### config.mk
export PLATFORM = sky130hd
export DESIGN_NAME = mem_arbiter
export DESIGN_NICKNAME = d
export VERILOG_FILES = /design/src/rtl/mem_arbiter.sv
export SDC_FILE = /design/constraint.sdc
export NUM_CORES = 1
export LEC_CHECK = 0
export ABC_AREA = 1
export CORE_AREA = 2 2 483 485
export CTS_CLUSTER_SIZE = 12
export DETAILED_ROUTE_END_ITERATION = 16
export DIE_AREA = 0 0 485 487
export HOLD_SLACK_MARGIN = 0.06
export PLACE_DENSITY = 0.38
export REMOVE_ABC_BUFFERS = 1
export SLEW_MARGIN = 5
export SYNTH_ARGS = -nofsm -noshare
export SYNTH_HDL_FRONTEND = slang
export SYNTH_SLANG_ARGS = --single-unit
### constraint.sdc
create_clock -name i_clk -period 1.85 [get_ports i_clk]
set_input_delay 0.37 -clock i_clk [delete_from_list [all_inputs] [get_ports i_clk]]
set_output_delay 0.37 -clock i_clk [all_outputs]
set_load 0.005 [all_outputs]
### src/rtl/mem_arbiter.sv
// mem_arbiter: shares the single-port main memory between I-cache refill,
// D-cache refill and D-cache store. One memory strobe per transaction,
// one completion pulse back to the winning requester.
//
// Handshake: every request (i_ic_read_req, i_dc_read_req, i_dc_write_valid)
// is a level held until its one-cycle done pulse; the memory strobes
// (o_mem_read_req / o_mem_write_valid) are one-cycle pulses answered by a
// one-cycle i_mem_read_done / i_mem_write_done of the matching kind.
module mem_arbiter #(
    parameter int DATA_WIDTH       = 64,
    parameter int ADDR_WIDTH       = 64,
    parameter int CACHE_LINE_WIDTH = 256,
    parameter int STARVE_LIMIT     = 4,
    localparam int CNT_W = ($clog2(STARVE_LIMIT + 1) > 3) ? $clog2(STARVE_LIMIT + 1) : 3
) (
    input  logic                        i_clk,
    input  logic                        i_rst,
    input  logic                        i_ic_read_req,
    input  logic [ADDR_WIDTH-1:0]       i_ic_read_address,
    output logic                        o_ic_read_done,
    output logic [CACHE_LINE_WIDTH-1:0] o_ic_cache_line,
    input  logic                        i_dc_read_req,
    input  logic [ADDR_WIDTH-1:0]       i_dc_read_address,
    output logic                        o_dc_read_done,
    output logic [CACHE_LINE_WIDTH-1:0] o_dc_cache_line,
    input  logic                        i_dc_write_valid,
    input  logic [ADDR_WIDTH-1:0]       i_dc_write_address,
    input  logic [DATA_WIDTH-1:0]       i_dc_write_data,
    input  logic [7:0]                  i_dc_write_strobe,
    output logic                        o_dc_write_done,
    output logic                        o_mem_read_req,
    output logic [ADDR_WIDTH-1:0]       o_mem_read_address,
    input  logic                        i_mem_read_done,
    input  logic [CACHE_LINE_WIDTH-1:0] i_cache_line,
    output logic                        o_mem_write_valid,
    output logic [ADDR_WIDTH-1:0]       o_mem_write_address,
    output logic [DATA_WIDTH-1:0]       o_mem_write_data,
    output logic [7:0]                  o_write_strobe,
    input  logic                        i_mem_write_done,
    output logic                        o_busy,
    output logic [1:0]                  o_dbg_state,
    output logic [CNT_W-1:0]            o_dbg_stall_cnt
);

    typedef enum logic [1:0] {
        ST_IDLE  = 2'd0,
        ST_ISSUE = 2'd1,
        ST_WAIT  = 2'd2,
        ST_RESP  = 2'd3
    } state_t;

    typedef enum logic [1:0] {
        REQ_NONE  = 2'd0,
        REQ_IC    = 2'd1,
        REQ_DC_RD = 2'd2,
        REQ_DC_WR = 2'd3
    } req_t;

    localparam logic [CNT_W-1:0] LIMIT = CNT_W'(STARVE_LIMIT);

    state_t                      state_q, state_d;
    req_t                        gnt_q, gnt_d;
    req_t                        grant;
    logic                        starve;
    logic [CNT_W-1:0]            stall_cnt_q, stall_cnt_d;
    logic [ADDR_WIDTH-1:0]       rd_addr_q, rd_addr_d;
    logic [ADDR_WIDTH-1:0]       wr_addr_q, wr_addr_d;
    logic [DATA_WIDTH-1:0]       wr_data_q, wr_data_d;
    logic [7:0]                  wr_strb_q, wr_strb_d;
    logic [CACHE_LINE_WIDTH-1:0] ic_line_q, ic_line_d;
    logic [CACHE_LINE_WIDTH-1:0] dc_line_q, dc_line_d;

    // Line-offset bits of the refill addresses are dropped by alignment.
    logic unused_addr_bits;
    assign unused_addr_bits = ^{i_ic_read_address[4:0], i_dc_read_address[4:0]};

    // State and datapath registers; reset aborts any transaction in flight.
    always_ff @(posedge i_clk) begin
        if (i_rst) begin
            state_q     <= ST_IDLE;
            gnt_q       <= REQ_NONE;
            stall_cnt_q <= '0;
            rd_addr_q   <= '0;
            wr_addr_q   <= '0;
            wr_data_q   <= '0;
            wr_strb_q   <= '0;
            ic_line_q   <= '0;
            dc_line_q   <= '0;
        end else begin
            state_q     <= state_d;
            gnt_q       <= gnt_d;
            stall_cnt_q <= stall_cnt_d;
            rd_addr_q   <= rd_addr_d;
            wr_addr_q   <= wr_addr_d;
            wr_data_q   <= wr_data_d;
            wr_strb_q   <= wr_strb_d;
            ic_line_q   <= ic_line_d;
            dc_line_q   <= dc_line_d;
        end
    end

    // Arbitration in IDLE, sequencing ISSUE -> WAIT -> RESP, refill capture.
    always_comb begin
        state_d     = state_q;
        gnt_d       = gnt_q;
        stall_cnt_d = stall_cnt_q;
        rd_addr_d   = rd_addr_q;
        wr_addr_d   = wr_addr_q;
        wr_data_d   = wr_data_q;
        wr_strb_d   = wr_strb_q;
        ic_line_d   = ic_line_q;
        dc_line_d   = dc_line_q;
        grant       = REQ_NONE;
        starve      = i_ic_read_req && (stall_cnt_q == LIMIT);

        case (state_q)
            ST_IDLE: begin
                // The starvation override beats the fixed D-store > D-refill > I-refill order.
                if (starve)                grant = REQ_IC;
                else if (i_dc_write_valid) grant = REQ_DC_WR;
                else if (i_dc_read_req)    grant = REQ_DC_RD;
                else if (i_ic_read_req)    grant = REQ_IC;

                // Only D-side grants that bypass a waiting I-refill count.
                if (!i_ic_read_req || grant == REQ_IC) begin
                    stall_cnt_d = '0;
                end else if (grant != REQ_NONE) begin
                    stall_cnt_d = stall_cnt_q + CNT_W'(1);
                end

                if (grant != REQ_NONE) begin
                    state_d = ST_ISSUE;
                    gnt_d   = grant;
                end

                case (grant)
                    REQ_IC:    rd_addr_d = {i_ic_read_address[ADDR_WIDTH-1:5], 5'b0};
                    REQ_DC_RD: rd_addr_d = {i_dc_read_address[ADDR_WIDTH-1:5], 5'b0};
                    REQ_DC_WR: begin
                        wr_addr_d = i_dc_write_address;
                        wr_data_d = i_dc_write_data;
                        wr_strb_d = i_dc_write_strobe;
                    end
                    default: ;
                endcase
            end
            ST_ISSUE: state_d = ST_WAIT;
            ST_WAIT: begin
                // A completion of the other kind is not ours and is ignored.
                if (gnt_q == REQ_DC_WR) begin
                    if (i_mem_write_done) state_d = ST_RESP;
                end else if (i_mem_read_done) begin
                    state_d = ST_RESP;
                    if (gnt_q == REQ_IC) ic_line_d = i_cache_line;
                    else                 dc_line_d = i_cache_line;
                end
            end
            ST_RESP: state_d = ST_IDLE;
            default: state_d = ST_IDLE;
        endcase
    end

    // Strobes and done pulses decode straight from the registered state.
    assign o_mem_read_req      = (state_q == ST_ISSUE) && (gnt_q == REQ_IC || gnt_q == REQ_DC_RD);
    assign o_mem_write_valid   = (state_q == ST_ISSUE) && (gnt_q == REQ_DC_WR);
    assign o_ic_read_done      = (state_q == ST_RESP) && (gnt_q == REQ_IC);
    assign o_dc_read_done      = (state_q == ST_RESP) && (gnt_q == REQ_DC_RD);
    assign o_dc_write_done     = (state_q == ST_RESP) && (gnt_q == REQ_DC_WR);
    assign o_mem_read_address  = rd_addr_q;
    assign o_mem_write_address = wr_addr_q;
    assign o_mem_write_data    = wr_data_q;
    assign o_write_strobe      = wr_strb_q;
    assign o_ic_cache_line     = ic_line_q;
    assign o_dc_cache_line     = dc_line_q;
    assign o_busy              = (state_q != ST_IDLE);
    assign o_dbg_state         = state_q;
    assign o_dbg_stall_cnt     = stall_cnt_q;

endmodule

==> results by group <==
Timing
  – TNS Setup: -12.13 ns
  – Clk_skew: ~0.056 ns
  – Period utilization: 1.08
  – Slew Limit Fails: 0
  – Final critical-path required period: about 2 ns
  – Final hold vios: 0
  – Worst Slack Setup Final: -0.154 ns
  – RSZ-0062 raised after global routing: yes
  – Final setup violation count: around 330
  – Max Freq: roughly 0.5 GHz

Global routing
  – Initial antenna violation count: 37
  – Largest net degree at the start of global routing: around 60
  – Grt ovf: 0
  – Number of global-route vias before repair: between 20000 and 30000
  – GRT Total Usage: 0.144
  – First-pass GRT wire length: approximately 240000 um

Power and ir drop
  – Peak VDD IR: between 0.6 and 0.7 mV
  – Leakage: between 0.02 and 0.03 uW
  – Total power draw: 61100 uW
  – Power per cell area: 1160 mW/mm^2

Yosys
  – Sequential element share of the synthesized area: 0.548
  – Mapped Area: 0.0261 mm^2
  – XOR/XNOR Fraction of Synth Area: 0
  – Main combinational cell family by area after synthesis: simple AND/OR/NAND/NOR gates
  – Async S/R FF share, synth: 0
  – Number of synthesized flops with an enable pin: 0
  – Synth Area per Inst: about 7.8 um^2
  – Post-synthesis compound-gate area fraction: 0.161
  – Post-synth cell types: 21
  – Synth warn: 0
  – Post-synthesis mux area share: 0
  – Seq cells post-synth: 714
  – Synth Flop Type: dfxtp_1
  – Post-Synth Simple-Gate Area: 0.214
  – Adder-Cell Fraction of Synth Area: 0.00672
  – Cells after synthesis: ~3300

Placed design
  – Post-DP HPWL: between 100000 and 150000 um
  – Number of port buffers: between 1000 and 1500
  – DP Worst Slack: -0.810 ns
  – RePlAce Congestion: around 0.83
  – Cell Count Post-Placement: ~7500

Clocking
  – CTS sink cnt: between 700 and 800
  – Root Driver: clkbuf_16
  – Clock Tree Buf Depth: 3
  – CTS tree: yes
  – Insertion delay to the later sink of the worst-skew pair: 0.75 ns
  – Hold buffer count at cts: 0
  – CTS Buf Count: between 90 and 100
  – Reg clk slew, reported paths: 0.06 ns
  – H-tree depth: 3

Hold path
  – Hold Crit Class: primary input to register
  – Hold Path Origin: i_rst

Detailed routing
  – Vias per cell: roughly 3.7
  – DR WL/cell: ~24 um
  – Vias: slightly below 30000
  – WL final: 188000 um
  – Antenna-violating nets left: 0
  – Initial drt markers: 1385
  – First-pass detailed-route iteration total: 5
  – DRC viols: 0

Finish
  – NumNets Final: 5300
  – Area grow syn2layout: 103%
  – Area of the multi-input gates: between 0.01 and 0.015 mm^2
  – Storage cell area: ~0.014 mm^2
  – Share of cells above drive strength 1: 0.247
  – Fin cells: 7889
  – Layout fillers: 25311

Outcome
  – Outcome: complete, but fails checks
  – Failing checks: setup timing

Critical path
  – Worst R2R Start: o_dbg_stall_cnt[0]$_SDFFE_PP0P_
  – Critical Path RT: roughly 2.4 ns
  – Critical path startpoint: o_dbg_stall_cnt[0]$_SDFFE_PP0P_
  – Critical Path Fanout Max: 8
  – Startpoint Class: register
  – Crit path kind: register to register
  – Setup crit end kind: register
  – WP data arrival: around 2.6 ns

Floorplanning
  – Core Footprint: around 0.23 mm^2
  – Initial Util: 0.113
  – Die W: roughly 490 um
  – # rows: 177
  – Die Y: 487 um
  – I/O pins: 1250
  – DIE AREA: 0.236 mm^2

Run
  – Max-cap violations: 0
==> cell usage after synthesis, drive strengths merged (14+ instances only) <==
master / count / share of area
nand2: 280 / 0.040
ha: 14 / 0.0067
clkbuf: 104 / 0.015
nand3: 261 / 0.050
dfxtp: 714 / 0.55
o21ai: 515 / 0.099
nor2: 852 / 0.12
buf: 174 / 0.043
a21oi: 321 / 0.062
inv: 85 / 0.012
==> sequential cells by signal (all words and copies together) (netlist names) <==
name,cells
o_dc_cache_line,256
o_ic_cache_line,256
o_mem_write_address,64
o_mem_write_data,64
o_mem_read_address,59
o_write_strobe,8
o_dbg_stall_cnt,3
gnt_q,2
o_dbg_state,2
==> cells by family after synthesis <==
kind of cell,after synthesis
and+or+nand+nor,1394
AOI/OAI and AO/OA,836
other,1
DFF,714
adders and majority gates,14
buffers and inverters,364
==> final cells by class <==
class	instances	share of cell area
Sequential cell	714	0.273
Antenna cell	14	0.000663
Inverter	86	0.00724
Tap cell	3043	0.0720
Clock inverter	30	0.00951
Timing Repair Buffer	1613	0.357
Clock buffer	140	0.0523
Multi-Input combinational cell	2249	0.228
==> critical path, cell delays in order, from the launching register on <==
cell and delay, ns:
dfxtp_2 0.33, inv_2 0.05, ha_4 0.16, nand3_4 0.07, buf_6 0.12, nand2_8 0.06
ha_4 0.30, nor2_4 0.04, buf_6 0.12, buf_12 0.13, buf_12 0.12, buf_16 0.14
buf_6 0.12, o21ai_2 0.10, nor2_1 0.04
==> layout by cell type, fill, tap and decap left out, drive strengths merged, types with 86 or more instances in the layout <==
cell / count
a21oi: 321
inv: 88
dlygate4sd2: 152
nor2: 852
clkbuf: 174
o21ai: 515
nand3: 261
buf: 431
clkdlybuf4s50: 515
dlymetal6s2s: 392
nand2: 280
dfxtp: 714
clkdlybuf4s15: 86
==> report_power, final <==
group          switching [uW]  leakage (uW)  internal, uW
clock network            8100       0.00157         11500
logic                   11300        0.0197         11000
registers                1560       0.00584         17600
==> per-stage QoR <==
step / hold slack, ns / area, um^2 / util
final: 0.155 / 52900 / 0.228
after global routing: 0.0901 / 52900 / 0.228
after CTS: 0.0704 / 49400 / 0.213
after detailed placement: 0.448 / 43000 / 0.186
after global placement: 0.447 / 43000 / 0.186
after floorplan: 0.439 / 24600 / -
==> path summary, 6_finish.rpt <==
kind	to	slack [ns]	depth (start not counted)
worst min register to register	o_dc_cache_line[117]$_SDFFE_PP0P_	0.45	2
worst max-delay path	o_mem_read_address[38]$_SDFFE_PP0P_	-0.15	14
worst max register to register	o_mem_read_address[38]$_SDFFE_PP0P_	-0.15	14
worst min-delay path	o_dc_cache_line[124]$_SDFFE_PP0P_	0.15	3
==> layer usage <==
layer  wire, um  share of wire  GRT usage  up-vias
met5        123        0.00065          0        -
met3      16100          0.086     0.0579      243
met1      70300           0.37      0.153    13994
met4       6130          0.033     0.0462       24
met2      95100           0.51      0.260     1154
li1           -              -          -    13869
==> what timing repair did <==
| action | 4_1_cts | 5_1_grt |
|---|---|---|
| setup buffers | 66 | 28 |
| gates resized for setup | 1124 | 1064 |
| pin swaps | 65 | 86 |
| endpoints found under the setup margin | 1347 | 1086 |
| gates cloned | 52 | 38 |
No activity file was read; power rests on OpenSTA's default activity.
